--- config.mk ---
export PLATFORM = sky130hd
export DESIGN_NAME = ysyx_22050019_csr_seq
export DESIGN_NICKNAME = d
export VERILOG_FILES = /design/src/rtl/ysyx_22050019_csr_pkg.sv /design/src/rtl/ysyx_22050019_csr_dec.sv /design/src/rtl/ysyx_22050019_csr_seq.sv
export SDC_FILE = /design/constraint.sdc
export NUM_CORES = 1
export LEC_CHECK = 0
export ABC_AREA = 1
export CORE_AREA = 4 4 223 225
export CTS_CLUSTER_SIZE = 28
export DETAILED_ROUTE_END_ITERATION = 8
export DIE_AREA = 0 0 227 229
export PLACE_DENSITY = 0.62
export SLEW_MARGIN = 20
export SYNTH_ARGS = -nofsm -noshare
export SYNTH_HDL_FRONTEND = slang
export SYNTH_SLANG_ARGS = --single-unit
--- constraint.sdc ---
create_clock -name clk -period 17.15 [get_ports clk]
set_input_delay 2.5725 -clock clk [delete_from_list [all_inputs] [get_ports clk]]
set_output_delay 2.5725 -clock clk [all_outputs]
set_load 0.005 [all_outputs]
--- src/rtl/ysyx_22050019_csr_pkg.sv ---
// Shared encodings for the CSR sequencer: type-bit indices, SYSTEM opcode fields and FSM states.
// The optional immediate forms are enabled by defining YSYX_22050019_CSR_IMM_EN.
package ysyx_22050019_csr_pkg;

   localparam int XLEN = 64;

   localparam int CSR_T_CSRRW = 0;
   localparam int CSR_T_ECALL = 1;
   localparam int CSR_T_CSRRS = 2;
   localparam int CSR_T_MRET  = 3;

   localparam logic [6:0]  OPC_SYSTEM = 7'b1110011;

   localparam logic [2:0]  F3_CSRRW  = 3'b001;
   localparam logic [2:0]  F3_CSRRS  = 3'b010;
   localparam logic [2:0]  F3_CSRRWI = 3'b101;
   localparam logic [2:0]  F3_CSRRSI = 3'b110;

   localparam logic [31:0] INST_ECALL = 32'h0000_0073;
   localparam logic [31:0] INST_MRET  = 32'h3020_0073;

   typedef enum logic [1:0] {
      ST_IDLE = 2'd0,
      ST_EXEC = 2'd1,
      ST_RESP = 2'd2
   } csr_state_e;

endpackage

--- src/rtl/ysyx_22050019_csr_dec.sv ---
// Combinational CSR/system instruction decoder: instruction -> type strobe, CSR write, rd, illegal.
// Immediate forms (csrrwi/csrrsi) are decoded only when YSYX_22050019_CSR_IMM_EN is defined.
module ysyx_22050019_csr_dec
   import ysyx_22050019_csr_pkg::*;
(
   input  logic [31:0] inst_i,
   output logic [7:0]  type_o,
   output logic        wen_o,
   output logic [4:0]  rd_o,
   output logic        rd_wen_o,
   output logic        use_imm_o,
   output logic        illegal_o
);

   logic [6:0] opcode;
   logic [2:0] funct3;
   logic [4:0] rs1;

   assign opcode = inst_i[6:0];
   assign funct3 = inst_i[14:12];
   assign rs1    = inst_i[19:15];
   assign rd_o   = inst_i[11:7];

   always_comb begin
      type_o    = '0;
      wen_o     = 1'b0;
      use_imm_o = 1'b0;
      illegal_o = 1'b0;
      if (inst_i == INST_ECALL) begin
         type_o[CSR_T_ECALL] = 1'b1;
      end else if (inst_i == INST_MRET) begin
         type_o[CSR_T_MRET] = 1'b1;
      end else if (opcode != OPC_SYSTEM) begin
         illegal_o = 1'b1;
      end else begin
         case (funct3)
            F3_CSRRW: begin
               type_o[CSR_T_CSRRW] = 1'b1;
               wen_o               = 1'b1;
            end
            // csrrs with rs1 == x0 is a pure read and must not write the CSR
            F3_CSRRS: begin
               type_o[CSR_T_CSRRS] = 1'b1;
               wen_o               = (rs1 != 5'd0);
            end
`ifdef YSYX_22050019_CSR_IMM_EN
            F3_CSRRWI: begin
               type_o[CSR_T_CSRRW] = 1'b1;
               wen_o               = 1'b1;
               use_imm_o           = 1'b1;
            end
            F3_CSRRSI: begin
               type_o[CSR_T_CSRRS] = 1'b1;
               wen_o               = (rs1 != 5'd0);
               use_imm_o           = 1'b1;
            end
`endif
            default: illegal_o = 1'b1;
         endcase
      end
   end

   assign rd_wen_o = (type_o[CSR_T_CSRRW] | type_o[CSR_T_CSRRS]) & (rd_o != 5'd0);

endmodule

--- src/rtl/ysyx_22050019_csr_seq.sv ---
// CSR instruction sequencer: IDLE -> EXEC (one-cycle CSR strobe) -> RESP (hold result until accepted).
// Build with YSYX_22050019_CSR_IMM_EN to accept csrrwi/csrrsi.
module ysyx_22050019_csr_seq
   import ysyx_22050019_csr_pkg::*;
(
   input  logic            clk,
   input  logic            rst_n,
   input  logic            in_valid,
   output logic            in_ready,
   input  logic [31:0]     in_inst,
   input  logic [XLEN-1:0] in_pc,
   input  logic [XLEN-1:0] in_rs1_data,
   output logic [7:0]      csr_inst_type,
   output logic [11:0]     csr_addr,
   output logic            csr_wen,
   output logic [XLEN-1:0] csr_pc,
   output logic [XLEN-1:0] csr_src,
   input  logic [XLEN-1:0] csr_rdata,
   input  logic [XLEN-1:0] csr_snpc,
   output logic            out_valid,
   input  logic            out_ready,
   output logic [4:0]      out_rd,
   output logic            out_rd_wen,
   output logic [XLEN-1:0] out_rd_data,
   output logic            out_illegal,
   output logic            redirect_valid,
   output logic [XLEN-1:0] redirect_pc
);

   csr_state_e      state_q, state_d;
   logic [31:0]     inst_q;
   logic [XLEN-1:0] pc_q, rs1_q;
   logic [4:0]      rd_q;
   logic            rd_wen_q, illegal_q, redir_q;
   logic [XLEN-1:0] rd_data_q, redir_pc_q;

   logic [7:0]      dec_type;
   logic            dec_wen, dec_rd_wen, dec_use_imm, dec_illegal;
   logic [4:0]      dec_rd;
   logic            exec_act, dec_trap;

   ysyx_22050019_csr_dec u_dec (
      .inst_i    (inst_q),
      .type_o    (dec_type),
      .wen_o     (dec_wen),
      .rd_o      (dec_rd),
      .rd_wen_o  (dec_rd_wen),
      .use_imm_o (dec_use_imm),
      .illegal_o (dec_illegal)
   );

   assign dec_trap = dec_type[CSR_T_ECALL] | dec_type[CSR_T_MRET];

   always_ff @(posedge clk) begin
      if (!rst_n) state_q <= ST_IDLE;
      else        state_q <= state_d;
   end

   always_comb begin
      state_d = state_q;
      case (state_q)
         ST_IDLE: if (in_valid) state_d = ST_EXEC;
         ST_EXEC: state_d = ST_RESP;
         ST_RESP: if (out_ready) state_d = ST_RESP == state_q ? ST_IDLE : state_q;
         default: state_d = ST_IDLE;
      endcase
   end

   // rst_n gates the strobes combinationally so a reset cycle never shows a CSR write or a handshake
   always_comb begin
      exec_act      = (state_q == ST_EXEC) && rst_n;
      in_ready      = (state_q == ST_IDLE) && rst_n;
      out_valid     = (state_q == ST_RESP) && rst_n;
      csr_inst_type = exec_act ? dec_type : 8'd0;
      csr_wen       = exec_act & dec_wen;
      csr_addr      = exec_act ? inst_q[31:20] : 12'd0;
      csr_pc        = exec_act ? pc_q : '0;
      csr_src       = '0;
      if (exec_act) csr_src = dec_use_imm ? {{(XLEN-5){1'b0}}, inst_q[19:15]} : rs1_q;
   end

   always_ff @(posedge clk) begin
      if (in_ready && in_valid) begin
         inst_q <= in_inst;
         pc_q   <= in_pc;
         rs1_q  <= in_rs1_data;
      end
   end

   // Result capture happens on the EXEC edge, alongside the CSR file commit
   always_ff @(posedge clk) begin
      if (!rst_n) begin
         rd_q       <= 5'd0;
         rd_wen_q   <= 1'b0;
         illegal_q  <= 1'b0;
         redir_q    <= 1'b0;
         rd_data_q  <= '0;
         redir_pc_q <= '0;
      end else begin
         redir_q <= 1'b0;
         if (state_q == ST_EXEC) begin
            rd_q       <= dec_rd;
            rd_wen_q   <= dec_rd_wen;
            illegal_q  <= dec_illegal;
            rd_data_q  <= dec_illegal ? '0 : csr_rdata;
            redir_q    <= dec_trap;
            redir_pc_q <= dec_trap ? csr_snpc : '0;
         end
      end
   end

   assign out_rd         = rd_q;
   assign out_rd_wen     = rd_wen_q;
   assign out_illegal    = illegal_q;
   assign out_rd_data    = rd_data_q;
   assign redirect_valid = redir_q;
   assign redirect_pc    = redir_pc_q;

endmodule

Word-level counts from Yosys, hierarchy flattened
Index checks and enable logic that the tools add are counted.
{ "op_classes": {"mux": 28, "n_addsub": 0, "eq_ne": 11, "bitwise_logic": 4, "n_lt_le_gt_ge": 0, "shift": 0, "reduce_logical": 10, "n_mul": 0, "n_div": 0} }
{ "op_table": {"columns": ["op", "count"], "rows": [
  ["$mux W64", 4],
  ["$eq A32 B30 Y1 const B", 1],
  ["$eq A32 B7 Y1 const B", 1],
  ["$mux W1", 16],
  ["$mux W12", 1],
  ["$reduce_bool A5 Y1", 2],
  ["$mux W2", 4],
  ["$ne A7 B7 Y1 const B", 1],
  ["$ne A2 B2 Y1 const B", 3],
  ["$pmux W2 S3", 1],
  ["$logic_and A1 B1 Y1", 4],
  ["$mux W4", 1],
  ["$eq A3 B1 Y1 const B", 1],
  ["$eq A3 B2 Y1 const B", 1],
  ["$reduce_and A3 Y1", 1],
  ["$and A1 B1 Y1", 2],
  ["$eq A2 B1 Y1 const B", 1],
  ["$eq A2 B2 Y1 const A", 1],
  ["$eq A2 B2 Y1 const B", 1],
  ["$logic_not A2 Y1", 1],
  ["$or A1 B1 Y1", 2],
  ["$pmux W1 S2", 1],
  ["$reduce_and A2 Y1", 1],
  ["$reduce_or A2 Y1", 1]
]} }
{ "word_totals": {"output_inout_bits": 287, "word_cells": 63, "mem_bits_rw": 0, "mem_count": 0, "mem_bits_ro": 0, "register_bits": 298, "input_bits": 292, "latch_bits": 0} }

Logic depth before layout (Yosys ltp)
{ "logic_depth": {"depth_word": 7, "ltp_mapped": 10, "depth_no_buf": 9} }

Hierarchy
Synthesis repeated with hierarchy kept, for this count alone.
{ "unflattened": {"cells_unflattened": 1320, "area_unflattened_um2": 11855.1} }
{ "by_module_without_submodules": {"columns": ["module", "cells_per_inst", "seq_area_each_um2", "n_inst", "area_each_um2"], "rows": [
  ["ysyx_22050019_csr_seq", 1231, 7567.3, 1, 11427.2],
  ["ysyx_22050019_csr_dec", 89, 0.0, 1, 427.9]
]} }

Worst setup path before layout
No wires, ideal clock.
{ "synth_path": {"path_type": "input to register", "startpoint": "input port rst_n", "endpoint": "register inst_q[0] (enable)", "required_ns": 16.242, "setup_time_ns": 0.908, "path_slack_ns": 1.987, "arrival_time_ns": 14.255, "path_stages": 2, "cell_sequence": "nand2_1 > nor3b_1"} }
{ "synth_between": {"elab_chain_len": 2} }
{ "synth_lines": {"columns": ["item", "line", "source"], "rows": [
  ["from (decl)", "ysyx_22050019_csr_seq.sv:7", "input logic rst_n,"],
  ["$logic_and A1 B1 Y1", "ysyx_22050019_csr_seq.sv:72", "in_ready = (state_q == ST_IDLE) && rst_n;"],
  ["$logic_and A1 B1 Y1", "ysyx_22050019_csr_seq.sv:83", "if (in_ready && in_valid) begin"],
  ["to (signal assigned)", "ysyx_22050019_csr_seq.sv:84", "inst_q <= in_inst;"],
  ["to (decl)", "ysyx_22050019_csr_seq.sv:31", "logic [31:0] inst_q;"]
]} }
No other way between the ends.
A chain may end at the register's enable or synchronous reset.

Final worst setup path
{ "layout_path": {"startpoint": "input port rst_n", "endpoint": "output port csr_src[54]"} }
{ "layout_between": {"elab_chain_len": 2} }
{ "layout_lines": {"columns": ["item", "line", "source"], "rows": [
  ["$logic_and A1 B1 Y1", "ysyx_22050019_csr_seq.sv:71", "exec_act = (state_q == ST_EXEC) && rst_n;"],
  ["$mux W64", "ysyx_22050019_csr_seq.sv:79", "if (exec_act) csr_src = dec_use_imm ? {{(XLEN-5){1'b0}}, inst_q[19:15]} : rs1_q;"],
  ["to (decl)", "ysyx_22050019_csr_seq.sv:17", "output logic [XLEN-1:0] csr_src,"]
]} }
No other way between the ends.

==> metrics.txt <==
status=finished, final reports clean; CP arrival=~5.8 ns; gpl congestion=0.804; Die Ht=~230 microns; Synth top area share=39.6%; setup TNS=0 ns; Post-Syn Area per Cell=roughly 11 sq um; area grow syn2layout=58.6%; TritonCTS clock tree=done; pwr/cell area=about 86 mW/mm^2; final worst-path cycle share=48.7%; Worst Setup End Kind=output port; CTS Buf Count=35; vias in the first global route=10300; Yosys top cell by area=edfxtp_1; initial antenna violation count=2; actual slew at the worst max-slew pin=0.983 ns; CP Max Fanout=84; Synth Instances=~1200; Final setup violation count=0; largest net degree at the start of global routing=161; GRT Total Usage=around 15%; layout cells sized above 1=around 12%; CTS H-tree depth=2; ANT nets after route=0; RSZ-0062 raised after global routing=false; Initial Util=between 20% and 30%; io pins=slightly below 600; wl on met1=roughly 17000 microns; cts repair resizes=0; synthesized cell area=~0.012 sq mm; WS Path Type=primary input to output port; wire length per cell after detailed routing=about 18 microns; max layer used=met4; first-iteration detailed-routing DRC count=509; Critical Path RT=roughly 15 ns; P_leak=0.00688 uW; Fin Hold WS=between 0.4 and 0.5 ns; most frequent cell after synthesis=edfxtp_1; max-slew violations=0; drt first pass iters=4; Post-synth EDFFs=160; root buffer cell=clkbuf_16; worst clock skew=around 0.017 ns; vias after detailed routing=slightly below 10000; Max IR drop VDD=between 0.04 and 0.05 mV; metal3 WL=between 3000 and 4000 microns; Slew headroom=between 30% and 40%; DIE AREA=between 0.05 and 0.06 sq mm; Routed WL=42200 microns; synth top area cells=edfxtp_1 (40%), dfxtp_1 (23%), nand3_2 (4.9%), nand2_1 (4.9%), nor2_1 (4.8%); Final Hold Viols=0; post-synthesis sequential area ratio=between 60% and 70%; drt drc=0; CP Launch Type=primary input; total setup buffers inserted after CTS=0; minimum clock period=between 8 and 9 ns; worst skew pair latency=0.53 ns; warnings from Yosys=0; Main synth FF type=edfxtp_1; die width=between 200 and 250 microns; Util after Layout=roughly two fifths; Netlist cell types=29; detailed placer's ending HPWL=slightly above 30000 microns; nets=about 2000; Clock Path Buffers=3; Post-synth ARST share=0%; clock sink count=between 200 and 300; Core ar.=roughly 0.048 sq mm; first-pass GRT wire length=between 60000 and 70000 microns; flops & latches, synth=about 300; max_cap viols=0; path type of the worst min-delay path=register to register; Congestion Overflow GR=0; row cnt=80; met2 WL=20500 microns; Vias/cell=between 4 and 5; max frequency=about 120 MHz; CTS Hold Bufs=0; CTS clk-pin slew, worst paths=about 0.06 ns; Port-buffer cells=roughly 570; Synth top cells by count=edfxtp_1 (160), nand2_1 (157), nor2_1 (155)
-- cell usage in the layout (no fill, tap or decap), types with 60 or more instances in the layout --
cell               n
a21oi_1           75
a21oi_2           60
clkdlybuf4s50_1  574
dfxtp_1          138
edfxtp_1         160
inv_1            148
nand2_1          157
nand3_1           70
nand3_2           60
nor2_1           155
-- state kept, by name, indices dropped and copies added, names as in the netlist --
register        cells
out_rd_data        64
pc_q               64
redirect_pc        64
rs1_q              64
inst_q             32
out_rd              5
state_q             2
out_illegal         1
out_rd_wen          1
redirect_valid      1
-- metal layers --
layer | up-vias | global-route usage, %
li1 | 4818 | -
met2 | 430 | 26.5
met1 | 4594 | 17.9
met3 | 47 | 5.76
met5 | - | 0
met4 | 0 | 3.95
-- power breakdown --
| group | switching (uW) | total, uW | internal, uW |
|---|---|---|---|
| Combinational | 66.2 | 147 | 80.8 |
| Sequential | 6.02 | 780 | 774 |
| Clock | 297 | 732 | 435 |
| Total | 369 | 1660 | 1290 |
-- logic make-up after synthesis --
family	after synthesis	synth area share, %
flip-flops	298	62.3
AO/OA/AOI/OAI	145	7.85
buffers and inverters	235	10.2
AND/OR/NAND/NOR	473	19.6
other	1	0.0309
-- final timing paths --
path / cells past startpoint / startpoint / end / slack [ns]
hold reg to reg: 2 / redirect_pc[49] / redirect_pc[49] / 0.46
setup / recovery: 7 / rst_n / csr_src[54] / 8.80
hold / removal: 2 / redirect_pc[49] / redirect_pc[49] / 0.46
setup reg to reg: 5 / state_q[1] / redirect_pc[7] / 14.05
-- worst max-delay path, stage by stage --
cell and delay, ns:
clkdlybuf4s50_1 0.59, inv_6 0.55, nor2_4 0.12, inv_4 0.48, buf_4 0.75, nor2_1 0.12
clkdlybuf4s50_1 0.49
-- final cells by class --
| type | instances | area (sq um) |
|---|---|---|
| Antenna cell | 2 | 5.00 |
| Clock buffer | 49 | 988 |
| Clock inverter | 15 | 140 |
| Fill cell | 4594 | 28300 |
| Inverter | 161 | 614 |
| Multi-Input combinational cell | 622 | 3350 |
| Sequential cell | 298 | 7570 |
| Tap cell | 615 | 769 |
| Timing Repair Buffer | 581 | 5810 |
-- stage by stage --
stage	power [uW]	cells	cell area, sq um	setup slack (ns)
2_1_floorplan	851	1155	12200	1.99
6_report	1660	2343	19300	8.80
3_3_place_gp	942	2277	18100	8.90
4_1_cts	1690	2341	19200	8.77
3_5_place_dp	944	2277	18100	8.78
5_1_grt	1730	2341	19200	8.52
No activity file was read; power rests on OpenSTA's default activity.
